**config.mk**
```make
export PLATFORM = sky130hd
export DESIGN_NAME = cam_tc_sequencer_flat
export DESIGN_NICKNAME = d
export VERILOG_FILES = /design/src/rtl/cam_tc_sequencer_if.sv /design/src/rtl/cam_tc_sequencer.sv /design/src/flat_wrapper.sv
export SDC_FILE = /design/constraint.sdc
export NUM_CORES = 1
export LEC_CHECK = 0
export ABC_CLOCK_PERIOD_IN_PS = 4520
export BUFFER_PORTS_ARGS = -buffer_cell sky130_fd_sc_hd__clkbuf_2
export CELL_PAD_IN_SITES_DETAIL_PLACEMENT = 1
export CELL_PAD_IN_SITES_GLOBAL_PLACEMENT = 1
export CORE_AREA = 5 5 655 657
export CTS_CLUSTER_SIZE = 14
export DETAILED_ROUTE_END_ITERATION = 7
export DIE_AREA = 0 0 660 662
export PLACE_DENSITY_LB_ADDON = 0.15
export REMOVE_ABC_BUFFERS = 1
export SLEW_MARGIN = 20
export SYNTH_ARGS = -nofsm -noshare
export SYNTH_HDL_FRONTEND = slang
export SYNTH_SLANG_ARGS = --single-unit
```
**constraint.sdc**
```tcl
create_clock -name aclk -period 4.52 [get_ports aclk]
set_input_delay 0.678 -clock aclk [delete_from_list [all_inputs] [get_ports aclk]]
set_output_delay 0.678 -clock aclk [all_outputs]
set_load 0.01 [all_outputs]
```
**src/rtl/cam_tc_sequencer_if.sv**
```systemverilog
// Bundle of the job, load, query, CAM command/response and result streams
// seen by the triangle-counting CAM sequencer.
// Ports: slave = sequencer side, master = job/data source and CAM side.
`timescale 1ns/1ps
interface cam_tc_sequencer_if #(
  parameter int C_DATA_WIDTH = 520,
  parameter int BEAT_W       = 4,
  parameter int CNT_WIDTH    = 64
);
  // job descriptor
  logic                    job_valid;
  logic                    job_ready;
  logic [BEAT_W-1:0]       job_load_beats;
  logic [31:0]             job_query_cnt;
  // adjacency load stream
  logic                    ld_tvalid;
  logic                    ld_tready;
  logic [511:0]            ld_tdata;
  // query key stream
  logic                    q_tvalid;
  logic                    q_tready;
  logic [31:0]             q_tdata;
  // CAM command / response
  logic                    cam_s_tvalid;
  logic [C_DATA_WIDTH-1:0] cam_s_tdata;
  logic                    cam_m_tvalid;
  logic [C_DATA_WIDTH-1:0] cam_m_tdata;
  // job result
  logic                    done_valid;
  logic [CNT_WIDTH-1:0]    done_count;
  logic                    done_ready;

  modport slave (
    input  job_valid, job_load_beats, job_query_cnt,
    output job_ready,
    input  ld_tvalid, ld_tdata,
    output ld_tready,
    input  q_tvalid, q_tdata,
    output q_tready,
    output cam_s_tvalid, cam_s_tdata,
    input  cam_m_tvalid, cam_m_tdata,
    output done_valid, done_count,
    input  done_ready
  );

  modport master (
    output job_valid, job_load_beats, job_query_cnt,
    input  job_ready,
    output ld_tvalid, ld_tdata,
    input  ld_tready,
    output q_tvalid, q_tdata,
    input  q_tready,
    input  cam_s_tvalid, cam_s_tdata,
    output cam_m_tvalid, cam_m_tdata,
    input  done_valid, done_count,
    output done_ready
  );
endinterface

```
**src/rtl/cam_tc_sequencer.sv**
```systemverilog
// Per-job CAM sequencer for triangle counting: CLEAR, LOAD adjacency, QUERY keys, EOS, count hits.
// Latency: load/query beats pass through to the CAM command in the same cycle; result after EOS echo.
// Backpressure: ld/q ready only in LOAD/QUERY, never stalled by the CAM; result held until done_ready.
// Ports: aclk, areset (async, active high), io (slave side of cam_tc_sequencer_if).
`timescale 1ns/1ps
module cam_tc_sequencer #(
  parameter int C_DATA_WIDTH = 520,
  parameter int CAM_SIZE     = 128,
  parameter int LANES        = 16,
  parameter int BEAT_W       = $clog2(CAM_SIZE/LANES)+1,
  parameter int CNT_WIDTH    = 64
) (
  input  logic               aclk,
  input  logic               areset,
  cam_tc_sequencer_if.slave  io
);

  // CAM state-field codes carried in command bits [518:515]
  localparam logic [3:0] CODE_IDLE      = 4'h0;
  localparam logic [3:0] CODE_SEARCH    = 4'h5;
  localparam logic [3:0] CODE_RESET_ALL = 4'h7;
  localparam logic [3:0] CODE_WRITE     = 4'h8;
  localparam logic [3:0] CODE_EOS       = 4'hF;

  localparam logic [BEAT_W-1:0] MAX_BEATS = BEAT_W'(CAM_SIZE/LANES);

  typedef enum logic [2:0] {
    S_IDLE, S_CLEAR, S_LOAD, S_QUERY, S_EOS, S_FLUSH, S_DONE
  } state_t;

  state_t                state;
  logic [BEAT_W-1:0]     ld_left;
  logic [31:0]           q_left;
  logic [CNT_WIDTH-1:0]  cnt;
  logic                  job_ready_r;
  logic                  ld_rdy_r;
  logic                  q_rdy_r;
  logic                  done_vld_r;

  logic                  ld_hs;
  logic                  q_hs;
  logic                  resp_hit;
  logic                  resp_eos;
  logic [BEAT_W-1:0]     ld_clamp;
  logic                  cmd_vld;
  logic [3:0]            cmd_code;
  logic [511:0]          cmd_data;
  logic [C_DATA_WIDTH-1:0] cmd_word;
  logic                  unused_resp;

  assign ld_hs    = io.ld_tvalid & ld_rdy_r;
  assign q_hs     = io.q_tvalid & q_rdy_r;
  assign resp_hit = io.cam_m_tvalid && (io.cam_m_tdata[518:515] == CODE_SEARCH) && io.cam_m_tdata[0];
  assign resp_eos = io.cam_m_tvalid && (io.cam_m_tdata[518:515] == CODE_EOS);
  assign ld_clamp = (io.job_load_beats > MAX_BEATS) ? MAX_BEATS : io.job_load_beats;

  // Only the echoed state and the hit bit of a response matter here.
  assign unused_resp = ^{io.cam_m_tdata[C_DATA_WIDTH-1:519], io.cam_m_tdata[514:1]};

  // Command word. Any cycle without a command drives an all-zero word so the
  // state field can never rest on RESET_ALL, which the CAM obeys even with
  // valid low. A zero query key is swallowed the same way: empty CAM slots
  // hold 0, so searching for it would report false hits.
  always_comb begin
    cmd_vld  = 1'b0;
    cmd_code = CODE_IDLE;
    cmd_data = '0;
    case (state)
      S_CLEAR: begin
        cmd_vld  = 1'b1;
        cmd_code = CODE_RESET_ALL;
      end
      S_LOAD: begin
        if (ld_hs) begin
          cmd_vld  = 1'b1;
          cmd_code = CODE_WRITE;
          cmd_data = io.ld_tdata;
        end
      end
      S_QUERY: begin
        if (q_hs && (io.q_tdata != '0)) begin
          cmd_vld        = 1'b1;
          cmd_code       = CODE_SEARCH;
          cmd_data[31:0] = io.q_tdata;
        end
      end
      S_EOS: begin
        cmd_vld  = 1'b1;
        cmd_code = CODE_EOS;
      end
      default: ;
    endcase
  end

  always_comb begin
    cmd_word          = '0;
    cmd_word[518:515] = cmd_code;
    cmd_word[511:0]   = cmd_data;
  end

  assign io.cam_s_tvalid = cmd_vld;
  assign io.cam_s_tdata  = cmd_word;
  assign io.job_ready    = job_ready_r;
  assign io.ld_tready    = ld_rdy_r;
  assign io.q_tready     = q_rdy_r;
  assign io.done_valid   = done_vld_r;
  assign io.done_count   = cnt;

  always_ff @(posedge aclk or posedge areset) begin
    if (areset) begin
      state       <= S_IDLE;
      ld_left     <= '0;
      q_left      <= '0;
      cnt         <= '0;
      job_ready_r <= 1'b0;
      ld_rdy_r    <= 1'b0;
      q_rdy_r     <= 1'b0;
      done_vld_r  <= 1'b0;
    end else begin
      // Hits are recognised by the echoed SEARCH state, independent of the
      // CAM pipeline depth. The EOS echo never carries SEARCH, so its hit bit
      // is ignored for free.
      if (resp_hit) begin
        cnt <= cnt + 1'b1;
      end

      case (state)
        S_IDLE: begin
          job_ready_r <= 1'b1;
          if (io.job_valid && job_ready_r) begin
            job_ready_r <= 1'b0;
            ld_left     <= ld_clamp;
            q_left      <= io.job_query_cnt;
            cnt         <= '0;
            state       <= S_CLEAR;
          end
        end
        S_CLEAR: begin
          // Skip empty phases so a zero count never waits on a stream.
          if (ld_left != '0) begin
            state    <= S_LOAD;
            ld_rdy_r <= 1'b1;
          end else if (q_left != '0) begin
            state   <= S_QUERY;
            q_rdy_r <= 1'b1;
          end else begin
            state <= S_EOS;
          end
        end
        S_LOAD: begin
          if (ld_hs) begin
            ld_left <= ld_left - 1'b1;
            if (ld_left == BEAT_W'(1)) begin
              ld_rdy_r <= 1'b0;
              if (q_left != '0) begin
                state   <= S_QUERY;
                q_rdy_r <= 1'b1;
              end else begin
                state <= S_EOS;
              end
            end
          end
        end
        S_QUERY: begin
          if (q_hs) begin
            q_left <= q_left - 1'b1;
            if (q_left == 32'd1) begin
              q_rdy_r <= 1'b0;
              state   <= S_EOS;
            end
          end
        end
        S_EOS: begin
          state <= S_FLUSH;
        end
        S_FLUSH: begin
          // The EOS echo trails every search response of this job.
          if (resp_eos) begin
            state      <= S_DONE;
            done_vld_r <= 1'b1;
          end
        end
        S_DONE: begin
          if (io.done_ready) begin
            done_vld_r  <= 1'b0;
            job_ready_r <= 1'b1;
            state       <= S_IDLE;
          end
        end
        default: begin
          state <= S_IDLE;
        end
      endcase
    end
  end

endmodule

```
**src/flat_wrapper.sv**
```systemverilog
// flat-port wrapper written by rule: the top's interface ports become plain ports
module cam_tc_sequencer_flat 
#(
  parameter int C_DATA_WIDTH = 520,
  parameter int CAM_SIZE     = 128,
  parameter int LANES        = 16,
  parameter int BEAT_W       = $clog2(CAM_SIZE/LANES)+1,
  parameter int CNT_WIDTH    = 64
)
  (aclk, areset, io_job_valid, io_job_load_beats, io_job_query_cnt, io_job_ready, io_ld_tvalid, io_ld_tdata, io_ld_tready, io_q_tvalid, io_q_tdata, io_q_tready, io_cam_s_tvalid, io_cam_s_tdata, io_cam_m_tvalid, io_cam_m_tdata, io_done_valid, io_done_count, io_done_ready);
  cam_tc_sequencer_if #(.C_DATA_WIDTH(C_DATA_WIDTH), .BEAT_W(BEAT_W), .CNT_WIDTH(CNT_WIDTH)) io_i ();
  input  logic aclk;
  input  logic areset;
  input wire logic [$bits(io_i.job_valid)-1:0] io_job_valid;
  input wire logic [$bits(io_i.job_load_beats)-1:0] io_job_load_beats;
  input wire logic [$bits(io_i.job_query_cnt)-1:0] io_job_query_cnt;
  output wire logic [$bits(io_i.job_ready)-1:0] io_job_ready;
  input wire logic [$bits(io_i.ld_tvalid)-1:0] io_ld_tvalid;
  input wire logic [$bits(io_i.ld_tdata)-1:0] io_ld_tdata;
  output wire logic [$bits(io_i.ld_tready)-1:0] io_ld_tready;
  input wire logic [$bits(io_i.q_tvalid)-1:0] io_q_tvalid;
  input wire logic [$bits(io_i.q_tdata)-1:0] io_q_tdata;
  output wire logic [$bits(io_i.q_tready)-1:0] io_q_tready;
  output wire logic [$bits(io_i.cam_s_tvalid)-1:0] io_cam_s_tvalid;
  output wire logic [$bits(io_i.cam_s_tdata)-1:0] io_cam_s_tdata;
  input wire logic [$bits(io_i.cam_m_tvalid)-1:0] io_cam_m_tvalid;
  input wire logic [$bits(io_i.cam_m_tdata)-1:0] io_cam_m_tdata;
  output wire logic [$bits(io_i.done_valid)-1:0] io_done_valid;
  output wire logic [$bits(io_i.done_count)-1:0] io_done_count;
  input wire logic [$bits(io_i.done_ready)-1:0] io_done_ready;
  assign io_i.job_valid = io_job_valid;
  assign io_i.job_load_beats = io_job_load_beats;
  assign io_i.job_query_cnt = io_job_query_cnt;
  assign io_job_ready = io_i.job_ready;
  assign io_i.ld_tvalid = io_ld_tvalid;
  assign io_i.ld_tdata = io_ld_tdata;
  assign io_ld_tready = io_i.ld_tready;
  assign io_i.q_tvalid = io_q_tvalid;
  assign io_i.q_tdata = io_q_tdata;
  assign io_q_tready = io_i.q_tready;
  assign io_cam_s_tvalid = io_i.cam_s_tvalid;
  assign io_cam_s_tdata = io_i.cam_s_tdata;
  assign io_i.cam_m_tvalid = io_cam_m_tvalid;
  assign io_i.cam_m_tdata = io_cam_m_tdata;
  assign io_done_valid = io_i.done_valid;
  assign io_done_count = io_i.done_count;
  assign io_i.done_ready = io_done_ready;
  cam_tc_sequencer #(.C_DATA_WIDTH(C_DATA_WIDTH), .CAM_SIZE(CAM_SIZE), .LANES(LANES), .BEAT_W(BEAT_W), .CNT_WIDTH(CNT_WIDTH)) u_core (.aclk(aclk), .areset(areset), .io(io_i));
endmodule
```
# Word level (Yosys, flattened, before mapping)
# Index checks and enable logic that the tools add are counted.
[op_classes]
n_addsub = 3
magnitude_cmp = 1
eq_ne = 19
mux = 47
n_bitwise = 2
reduce_logical = 23
[op_table]
columns = ["operator", "count"]
rows = [
  ["2-to-1 mux 512 bit", 1],
  ["2-to-1 mux 480 bit", 1],
  ["2-to-1 mux 64 bit", 3],
  ["case mux 32 bit (2 select lines)", 2],
  ["2-to-1 mux 32 bit", 3],
  ["adder 64 x 1 -> 64 bit, second input constant", 1],
  ["nonzero test 32 bit", 2],
  ["equality test 32 x 1 -> 1 bit, second input constant", 1],
  ["subtractor 32 x 1 -> 32 bit, second input constant", 1],
  ["2-to-1 mux 3 bit", 10],
  ["case mux 3 bit (7 select lines)", 1],
  ["2-to-1 mux 4 bit", 4],
  ["case mux 4 bit (4 select lines)", 1],
  ["2-to-1 mux 1 bit", 15],
  ["!= test 2 x 1 -> 1 bit, second input constant", 7],
  ["nonzero test 2 bit", 5],
  ["equality test 3 bit, second input constant", 3],
  ["AND reduction 3 bit", 3],
  ["case mux 4 bit (2 select lines)", 1],
  ["AND reduction 7 bit", 1],
  ["equality test 3 x 2 -> 1 bit, second input constant", 2],
  ["case mux 1 bit (2 select lines)", 3],
  ["case mux 1 bit (3 select lines)", 2],
  ["AND reduction 6 bit", 1],
  ["other kinds (15)", 21],
]
[totals]
register_bits = 107
out_inout_bits = 589

# Depth between registers and ports, before layout
# Gate-level depths: netlist of run 1.
[logic_depth]
word_depth = 6
mapped_depth = 9
ltp_nobuf = 7

# Least setup slack after synthesis of run 1
# No wires, ideal clock.
[synth_timing]
kind = "register to output"
startpoint = "reg u_core.state[2]"
endpoint = "out io_cam_s_tdata[517]"
arrival_ns = 1.971
t_required_ns = 3.842
slack_ns = 1.871
path_stages_with_launch = 8
n_path_buf = 3
path_cell_list = "dfrtp_1 > clkbuf_1 > inv_1 > nand3_1 > nor3_1 > clkbuf_1 > or2_2 > buf_4"
[synth_via]
elab_chain_len = 2
[synth_lines]
columns = ["item", "line_no", "rtl"]
rows = [
  ["start: declaration", "cam_tc_sequencer.sv:31", "state_t state;"],
  ["start signal: assignment", "cam_tc_sequencer.sv:111", "state <= S_IDLE;"],
  ["start signal: assignment", "cam_tc_sequencer.sv:135", "state <= S_CLEAR;"],
  ["start signal: assignment", "cam_tc_sequencer.sv:141", "state <= S_LOAD;"],
  ["equality test 3 bit (tied with other cells)", "cam_tc_sequencer.sv:68", "case (state)"],
  ["case mux 4 bit (4 select lines) (*)", "cam_tc_sequencer.sv:68", ""],
  ["end: declaration", "flat_wrapper.sv:25", "output wire logic [$bits(io_i.cam_s_tdata)-1:0] io_cam_s_tdata;"],
]
# Every way passes the cells marked *; elsewhere a longest branch is shown, timed or not.

# Worst setup path after layout of run 1
[layout_timing]
startpoint = "reg u_core.state[0]"
endpoint = "out io_cam_s_tdata[31]"
[layout_via]
elab_chain_len = 2
[layout_lines]
columns = ["item", "line_no"]
rows = [
  ["equality test 3 x 2 -> 1 bit", "cam_tc_sequencer.sv:68"],
  ["case mux 32 bit (2 select lines) (*)", "cam_tc_sequencer.sv:68"],
]
# Marked as above.

==> results.sh, run 1 <==
export IMPL_power_internal_mw=3.47
export IMPL_antenna_found_initial=240
export IMPL_multi_input_area_mm2=0.00677
export IMPL_drive_above_1_share_pct=51.1
export IMPL_post_drt_wl_per_cell_um=30.6
export IMPL_synthFlopType="dfrtp_1"
export IMPL_crit_path_top_delay_cell="dfrtp_1"
export IMPL_via_per_inst=2.13
export IMPL_hold_violations=0
export IMPL_ys_ff_latch=107
export IMPL_synth_largest_area_cell="and3_1"
export IMPL_root_buffer="clkbuf_16"
export IMPL_cts_repair_resized=0
export IMPL_peakVddDrop_mv=0.230
export IMPL_ctsHoldBuffers=0
export IMPL_vias=17400
export IMPL_nets=3583
export IMPL_ioPinCount=1696
export IMPL_arrival_ns=3.13
export IMPL_crit_required_ns=3.84
export IMPL_synth_edf_count=0
export IMPL_io_buffers=1176
export IMPL_min_path_type="input pin to async pin"
export IMPL_status="complete, no violations"
export IMPL_synth_cell_types=65
export IMPL_clk_latency_ns=0.44
export IMPL_die_w_um=660
export IMPL_yosysMostFrequentCell="and3_1"
export IMPL_rsz0062_at_grt="false"
export IMPL_track_usage_pct=10.9
export IMPL_rows=239
export IMPL_cp_start_kind="register"
export IMPL_grt_max_degree=88
export IMPL_syn_area_mm2=0.0102
export IMPL_path_delay_family="simple AND/OR/NAND/NOR gates"
export IMPL_finalCriticalPeriod_ns=3.81
export IMPL_ant_nets=0
export IMPL_combPwrFrac_pct=73.5
export IMPL_cts_made_buffers=9
export IMPL_avgSynthCellArea_um2=7.29
export IMPL_drt_iter0_drc=916
export IMPL_maxClockFrequency_mhz=263
export IMPL_cts_htree_levels=3
export IMPL_drcViolationCount=0
export IMPL_cts_setup_buffers=0
export IMPL_area_delta_synth_final_pct=131
export IMPL_synth_yosys_seq_area_share_pct=26.4
export IMPL_hpwl_um=232000
export IMPL_skew_ns=0.0329
export IMPL_final_area_mm2=0.0235
export IMPL_synth_warning_count=0
export IMPL_gr_total_overflow=0
export IMPL_ys_top_cells_by_count="and3_1, clkbuf_1, dfrtp_1"
export IMPL_core_mm2=0.422
export IMPL_synthArstFlopShare_pct=100
export IMPL_place_area_mm2=0.0230
export IMPL_dp_slack_ns=0.851
export IMPL_maxSlewHeadroom_pct=42.2
export IMPL_path_clk_slew_ns=0.10
export IMPL_grt_pass1_wl_um=290000
export IMPL_start_util_pct=2.41
export IMPL_wl_um=250000
export IMPL_p_total_mw=9.43
export IMPL_min_period_over_period_pct=84.3
export IMPL_finalMaxSlewViolations=0
export IMPL_die_height_um=662
export IMPL_end_kind="primary output"
export IMPL_fin_setup_tns_ns=0
export IMPL_maxCapViolations=0
export IMPL_seqPwrFrac_pct=15.4
export IMPL_cts_sinks=107
export IMPL_synthCells=1393
export IMPL_clockBufferDepth=2
export IMPL_setup_slack_ns=0.712
export IMPL_fill_cells=50800
export IMPL_ff_latch_area_mm2=0.00268
export IMPL_grt_pass1_vias=17700
export IMPL_cts_tree="yes"
export IMPL_dieArea_mm2=0.437
export IMPL_critPathKind="register to primary output"
export IMPL_worstMarginPinSlew_ns=0.855
export IMPL_clkPwrFrac_pct=11.1
export IMPL_slowest_delay_ns=0.59
export IMPL_gp_congestion=0.920
export IMPL_p_sw_share_pct=63.2
export IMPL_setup_viol=0
export IMPL_leakage_nw=11.0
export IMPL_worst_path_buf_inv=2
export IMPL_worstPathMaxFanout=33
export IMPL_synth_area_top_cells="and3_1, dfrtp_1, clkbuf_1"
export IMPL_synth_top_area_share_pct=30.4
export IMPL_drtPass1Iterations=4
export IMPL_crit_chain="nor2_4 > and2_1 > buf_4 > a22o_1 > clkbuf_2"
export IMPL_r2r_slack_ns=1.26
export IMPL_powerDensity_mw_per_mm2=402
export IMPL_p_sw_mw=5.96
layout by cell type (no fill, tap or decap), types with 5 or more instances in the layout:
cell type and n:
ha_1 6, nor2_1 67, clkbuf_2 1176, o21ai_1 14, xor2_1 14, diode_2 39
nor4_1 21, xnor2_1 12, o22ai_1 10, clkbuf_16 9, nand4_1 27, buf_12 8
nor3_1 24, dfrtp_1 107, or4_1 13, a2bb2oi_1 8, o21ai_0 28, o31ai_1 14
inv_1 27, and4_1 6, and3_1 493, a21oi_1 80, a22o_1 36, or3_1 26
buf_4 42, nand2_1 59, nand3b_1 6, nand3_1 43, a31oi_1 6, nand4b_1 5
stage by stage:
stage          std cells  hold slack [ns]  util, %
2_1_floorplan       1231            0.473        -
3_3_place_gp        8120            0.507     5.45
3_5_place_dp        8122            0.513     5.45
4_1_cts             8138            0.300     5.53
5_1_grt             8154            0.313     5.54
6_report            8177            0.306     5.56
worst paths after layout:
path                                                    from                                  to  cells after the start
max                              u_core.state[0]$_DFFE_PP0P_                  io_cam_s_tdata[31]                      5
min                                                   areset   u_core.io.done_count[1]$_DFF_PP0_                      2
max reg2reg                u_core.io.done_count[3]$_DFF_PP0_  u_core.io.done_count[63]$_DFF_PP0_                      5
min reg2reg                    u_core.q_left[19]$_DFFE_PP0P_       u_core.q_left[19]$_DFFE_PP0P_                      1
max in group asynchronous                             areset  u_core.io.done_count[63]$_DFF_PP0_                      3
min in group aclk                        io_job_query_cnt[0]        u_core.q_left[0]$_DFFE_PP0P_                      3
power by group through the flow:
stage	clock network [mW]	registers, mW	logic, mW
finish	1.04	1.46	6.93
global placement	0	1.48	7.38
detailed placement	0	1.48	7.36
CTS	1.13	1.46	7.39
global route	1.14	1.50	7.71
floorplan	0	1.39	2.02
registers in the layout, summed over array words and instances, names as in the netlist:
| signal | cells |
|---|---|
| u_core.io.done_count | 64 |
| u_core.ld_left | 4 |
| u_core.state | 3 |
| u_core.q_left | 32 |
| u_core.io.ld_tready | 1 |
| u_core.io.q_tready | 1 |
| u_core.io.job_ready | 1 |
| u_core.io.done_valid | 1 |
cell families after synthesis:
group | count (synthesis) | share of synthesized area [%]
compound gates | 237 | 15.3
fa+ha+maj | 6 | 0.739
xor+xnor | 26 | 2.24
flops | 107 | 26.4
other cells | 1 | 0.0369
simple gates | 823 | 48.0
buf+inv | 193 | 7.40
metal layers:
metal	vias to the layer above	share of wire [%]	global-route usage, %
met5	-	0.14	0
li1	7352	-	-
met1	8480	36	11.5
met4	48	2.7	2.12
met3	355	16	7.97
met2	1187	45	17.5
cell type report:
type                       instances  share of cell area (%)
multi-input combinational       1096                    28.9
clock buffer                       9                   0.960
clock inverter                     7                   0.469
antenna                           39                   0.416
timing repair buffer            1228                    27.2
tap                             5663                    30.2
inverter                          28                   0.459
sequential                       107                    11.4
(Power assumes the default switching activity.)
==> inputs of run 2 (changes only) <==
ABC_AREA = 1   (was default)
ABC_CLOCK_PERIOD_IN_PS = 3800   (was 4520)
CORE_AREA = 5 5 656 658   (was 5 5 655 657)
DIE_AREA = 0 0 661 663   (was 0 0 660 662)
clock period = 3.8 ns   (was 4.52 ns; I/O delays follow)
==> results.sh, run 2 <==
export IMPL_status="complete, no violations"
export IMPL_core_mm2=0.423
export IMPL_arrival_ns=3.20
export IMPL_utilization_pct=5.94
export IMPL_final_area_mm2=0.0251
export IMPL_synth_area_top_cells="dfrtp_1, nor2_1, inv_1"
export IMPL_rsz0062_at_grt="false"
export IMPL_powerDensity_mw_per_mm2=114
export IMPL_drtPass1Iterations=4
export IMPL_grt_pass1_wl_um=274000
export IMPL_avgSynthCellArea_um2=5.20
export IMPL_cts_made_buffers=9
export IMPL_synthArstFlopShare_pct=100
export IMPL_synth_largest_area_cell="dfrtp_1"
export IMPL_fin_cells=9094
export IMPL_finalMaxSlewViolations=0
export IMPL_ctsHoldBuffers=0
export IMPL_post_drt_wl_per_cell_um=24.9
export IMPL_synth_yosys_seq_area_share_pct=23.4
export IMPL_min_path_type="input pin to async pin"
export IMPL_worstMarginPinSlew_ns=0.838
export IMPL_clockBufferDepth=2
export IMPL_post_place_cells=9001
export IMPL_hpwl_um=212000
export IMPL_setup_viol=0
export IMPL_ioPinCount=1696
export IMPL_cts_setup_buffers=0
export IMPL_fin_setup_tns_ns=0
export IMPL_leakage_nw=13.1
export IMPL_ys_ff_latch=107
export IMPL_synth_cell_types=35
export IMPL_critPathKind="register to primary output"
export IMPL_rows=239
export IMPL_end_kind="primary output"
export IMPL_crit_chain="inv_2 > nor2_4 > inv_2 > nor2_4 > inv_2 > nor2_4 > inv_8 > buf_4 > nor2_1 > clkbuf_2"
export IMPL_path_clk_slew_ns=0.09
export IMPL_root_buffer="clkbuf_16"
export IMPL_cts_tree="yes"
export IMPL_drive_above_1_share_pct=37.6
export IMPL_via_per_inst=2.12
export IMPL_hold_violations=0
export IMPL_final_cell_mix="clkbuf_2, nor2_1, inv_1"
export IMPL_holdWs_ns=0.198
export IMPL_wl_um=227000
export IMPL_die_height_um=663
export IMPL_die_w_um=661
export IMPL_area_delta_synth_final_pct=119
export IMPL_clk_latency_ns=0.42
export IMPL_min_period_over_period_pct=99.2
export IMPL_crit_required_ns=3.23
export IMPL_vias=19200
export IMPL_ys_top_cells_by_count="nor2_1, inv_1, nand2_1"
export IMPL_layout_commonest_cell="clkbuf_2"
export IMPL_synthCells=2205
export IMPL_cts_sinks=107
export IMPL_skew_ns=0.0198
export IMPL_ant_nets=0
export IMPL_drt_iter0_drc=845
export IMPL_grt_pass1_vias=20300
export IMPL_antenna_found_initial=229
export IMPL_finalCriticalPeriod_ns=3.77
export IMPL_synth_top_area_share_pct=23.4
export IMPL_fill_cells=51600
export IMPL_slowest_delay_ns=0.61
export IMPL_crit_path_top_delay_cell="nor2_1"
export IMPL_grt_max_degree=70
export IMPL_worstPathMaxFanout=38
export IMPL_cts_htree_levels=3
export IMPL_nets=4462
export IMPL_maxSlewHeadroom_pct=44.0
export IMPL_largest_register_ffs=64
export IMPL_drcViolationCount=0
export IMPL_maxClockFrequency_mhz=265
export IMPL_maxCapViolations=0
export IMPL_synth_warning_count=0
export IMPL_syn_area_mm2=0.0115
export IMPL_peakVddDrop_mv=0.207
export IMPL_start_util_pct=2.71
export IMPL_track_usage_pct=9.95
export IMPL_gr_total_overflow=0
export IMPL_dieArea_mm2=0.438
export IMPL_io_buffers=1176
export IMPL_cp_start_kind="register"
export IMPL_gp_congestion=0.998
export IMPL_synthFlopType="dfrtp_1"
export IMPL_yosysMostFrequentCell="nor2_1"
export IMPL_place_area_mm2=0.0246
export IMPL_synth_edf_count=0
[run 2: cell count changes in the layout (fill, tap and decap cells not counted), sizes merged, moves of 16 or more]
cell,before,now
a21oi,80,35
nand2,59,346
inv,32,608
or3,26,0
nor2,68,713
o21ai,42,58
or4,16,0
diode,39,77
and3,494,1
nand3,43,106
a22o,36,0
[run 2: per-layer routing]
metal  track usage [%]  vias up  share of wire [%]
met4              3.19       60                2.8
met3              3.57      377                8.9
met2              19.6     1077                 55
met1              9.41     9025                 33
met5                 0        -               0.18
li1                  -     8708                  -
[run 2: cell type report]
type                       count  area [um2]  area share, %
sequential                   107        2680           10.7
clock inverter                 4        56.3          0.224
clock buffer                  12         246          0.981
tap                         5663        7090           28.2
multi-input combinational   1405        6090           24.2
antenna                       77         193          0.767
timing repair buffer        1219        6500           25.9
inverter                     607        2290           9.10
[run 2: path summary, 6_finish.rpt]
path / depth (start not counted) / slack [ns] / endpoint / startpoint
max in group asynchronous: 3 / 2.77 / u_core.io.done_count[14]$_DFF_PP0_ / areset
worst min-delay path: 2 / 0.20 / u_core.io.done_count[63]$_DFF_PP0_ / areset
worst min register to register: 2 / 0.52 / u_core.io.done_valid$_DFFE_PP0P_ / u_core.io.done_valid$_DFFE_PP0P_
min in group aclk: 3 / 0.44 / u_core.io.job_ready$_DFFE_PP0P_ / io_done_ready
worst max register to register: 9 / 0.72 / u_core.q_left[11]$_DFFE_PP0P_ / u_core.state[0]$_DFFE_PP0P_
worst max-delay path: 10 / 0.03 / io_cam_s_tdata[76] / u_core.state[1]$_DFFE_PP0P_
[run 2: logic make-up after synthesis]
logic type / after synthesis / synth area share [%]
AND/OR/NAND/NOR: 1249 / 44.4
buffers and inverters: 696 / 23.8
AO/OA/AOI/OAI: 116 / 5.41
flip-flops: 107 / 23.4
XOR/XNOR: 30 / 2.29
adder cells (fa/ha/maj): 6 / 0.655
other: 1 / 0.0327
[run 2: power by group]
part           switching, mW  leakage, nW  internal [mW]
combinational          0.311         11.7          0.269
clock                  0.592        0.148          0.539
sequential            0.0112         1.20           1.15
[run 2: critical path: cells and delay by family, from the launching register on]
kind | cells | cell delay, ns
buffers and inverters | 6 | 1.06
AND/OR/NAND/NOR | 4 | 1.18
flip-flops | 1 | 0.43
[run 2: metrics by stage]
| stage | total power, mW | setup WS (ns) |
|---|---|---|
| 2_1_floorplan | 1.31 | -2.08 |
| 3_3_place_gp | 1.77 | 0.408 |
| 3_5_place_dp | 1.78 | 0.389 |
| 4_1_cts | 3.01 | 0.0329 |
| 5_1_grt | 3.06 | 0.00847 |
| 6_report | 2.87 | 0.0305 |
[run 2: timing repair]
item,in CTS,in global routing
endpoints found under the setup margin,38,4
resized for setup,3,4
pin swaps,0,0
==> inputs of run 3 (changes only) <==
MAX_ROUTING_LAYER = met4   (was default)
SETUP_SLACK_MARGIN = 0.3   (was default)
==> results.sh, run 3 (synthesis gave the netlist of run 2 again) <==
export IMPL_worstPathMaxFanout=28
export IMPL_core_mm2=0.423
export IMPL_post_place_cells=8999
export IMPL_cts_sinks=107
export IMPL_root_buffer="clkbuf_16"
export IMPL_via_per_inst=2.11
export IMPL_die_height_um=663
export IMPL_gp_congestion=0.989
export IMPL_finalCriticalPeriod_ns=3.46
export IMPL_ant_nets=0
export IMPL_gr_max_usage_layer="met2"
export IMPL_cts_tree="yes"
export IMPL_r2r_end="u_core.q_left[16]$_DFFE_PP0P_"
export IMPL_dieArea_mm2=0.438
export IMPL_critPathKind="register to primary output"
export IMPL_maxClockFrequency_mhz=289
export IMPL_critPathCapture="io_cam_s_tdata[159]"
export IMPL_grt_pass1_wl_um=274000
export IMPL_final_cell_mix="clkbuf_2, nor2_1, inv_1"
export IMPL_grt_max_degree=64
export IMPL_rows=239
export IMPL_drt_iter0_drc=706
export IMPL_use_met3_pct=3.71
export IMPL_post_drt_wl_per_cell_um=25.1
export IMPL_ioPinCount=1696
export IMPL_arrival_ns=2.89
export IMPL_finalMaxSlewViolations=0
export IMPL_clk_latency_ns=0.44
export IMPL_largest_register_ffs=64
export IMPL_cp_start_kind="register"
export IMPL_powerDensity_mw_per_mm2=120
export IMPL_rsz0062_at_grt="true"
export IMPL_cts_made_buffers=9
export IMPL_dp_slack_ns=0.432
export IMPL_hpwl_um=212000
export IMPL_status="complete, no violations"
export IMPL_crit_start="u_core.state[1]$_DFFE_PP0P_"
export IMPL_r2r_slack_ns=0.71
export IMPL_maxSlewHeadroom_pct=23.6
export IMPL_antenna_found_initial=229
export IMPL_cts_htree_levels=3
export IMPL_start_util_pct=2.71
export IMPL_vias=19200
export IMPL_setup_slack_ns=0.345
export IMPL_reg2reg_from="u_core.state[0]$_DFFE_PP0P_"
export IMPL_layout_commonest_cell="clkbuf_2"
export IMPL_wl_um=228000
export IMPL_fin_cells=9118
export IMPL_die_w_um=661
export IMPL_drive_above_1_share_pct=38.9
export IMPL_path_clk_slew_ns=0.09
export IMPL_gr_total_overflow=0
export IMPL_maxCapViolations=0
export IMPL_grt_pass1_vias=20200
export IMPL_worstMarginPinSlew_ns=1.14
export IMPL_setup_viol=0
export IMPL_hold_violations=0
export IMPL_use_met2_pct=19.5
export IMPL_area_delta_synth_final_pct=123
export IMPL_end_kind="primary output"
export IMPL_utilization_pct=6.03
export IMPL_grt_use_met1_pct=9.44
export IMPL_clockBufferDepth=2
export IMPL_min_period_over_period_pct=90.9
export IMPL_crit_required_ns=3.23
export IMPL_fill_cells=51500
export IMPL_drtPass1Iterations=4
export IMPL_peakVddDrop_mv=0.196
export IMPL_skew_ns=0.0262
export IMPL_track_usage_pct=10.3
export IMPL_rr_worst_depth=10
export IMPL_nets=4464
export IMPL_min_path_type="input pin to async pin"
export IMPL_drcViolationCount=0
export IMPL_io_buffers=1176
export IMPL_leakage_nw=13.2
export IMPL_p_total_mw=3.05
run 3: stage by stage:
stage / hold WS, ns / area, um2 / TNS [ns]
global route: 0.132 / 25500 / 0
finish: 0.123 / 25500 / 0
detailed placement: 0.495 / 24600 / 0
floorplan: 0.492 / 11000 / -906.07
CTS: 0.0982 / 25100 / 0
global placement: 0.518 / 24600 / 0
run 3: worst min-delay path by stage:
stage | cells past startpoint | slack [ns] | endpoint
global placement | 2 | 0.52 | u_core.io.done_valid$_DFFE_PP0P_
global route | 2 | 0.13 | u_core.io.done_count[63]$_DFF_PP0_
floorplan | 2 | 0.49 | u_core.q_left[31]$_DFFE_PP0P_
finish | 2 | 0.12 | u_core.io.done_count[63]$_DFF_PP0_
detailed placement | 2 | 0.50 | u_core.io.done_valid$_DFFE_PP0P_
CTS | 2 | 0.1 | u_core.io.done_count[63]$_DFF_PP0_
run 3: final cells by class:
cell class	instances	area [um2]	share of cell area, %
well taps	5663	7090	27.7
repair buffers	1221	6660	26.1
multi-input cells	1405	6210	24.3
flip-flops and latches	107	2680	10.5
inverters	607	2290	8.98
diodes	99	248	0.970
clock buffers	9	225	0.882
clock inverters	7	133	0.519
run 3: what timing repair did:
item	CTS	global route
pin swaps	1	0
hold buffers	0	0
resized for setup	32	71
gates cloned	2	0
setup endpoints to repair	267	177
setup buffers	2	0
run 3: worst max-delay path, stage by stage (launching register included):
cell and delay, ns:
dfrtp_1 0.43, inv_2 0.11, nor2_4 0.11, inv_2 0.07
nor2_4 0.19, inv_2 0.14, nor2_4 0.12, buf_12 0.13
inv_12 0.05, buf_16 0.20, nor2_1 0.52, clkbuf_2 0.25
run 3: per-layer routing:
| layer | vias up | wire length [um] |
|---|---|---|
| met5 | - | 0 |
| met4 | 0 | 7700 |
| met3 | 351 | 20400 |
| met2 | 1068 | 125000 |
| met1 | 9053 | 75200 |
| li1 | 8749 | - |
run 3: where the power goes:
| part | switching, mW | internal [mW] | leakage, nW |
|---|---|---|---|
| registers | 0.0105 | 1.15 | 1.20 |
| clock network | 0.629 | 0.659 | 0.174 |
| logic | 0.338 | 0.270 | 11.8 |
| total | 0.978 | 2.07 | 13.2 |
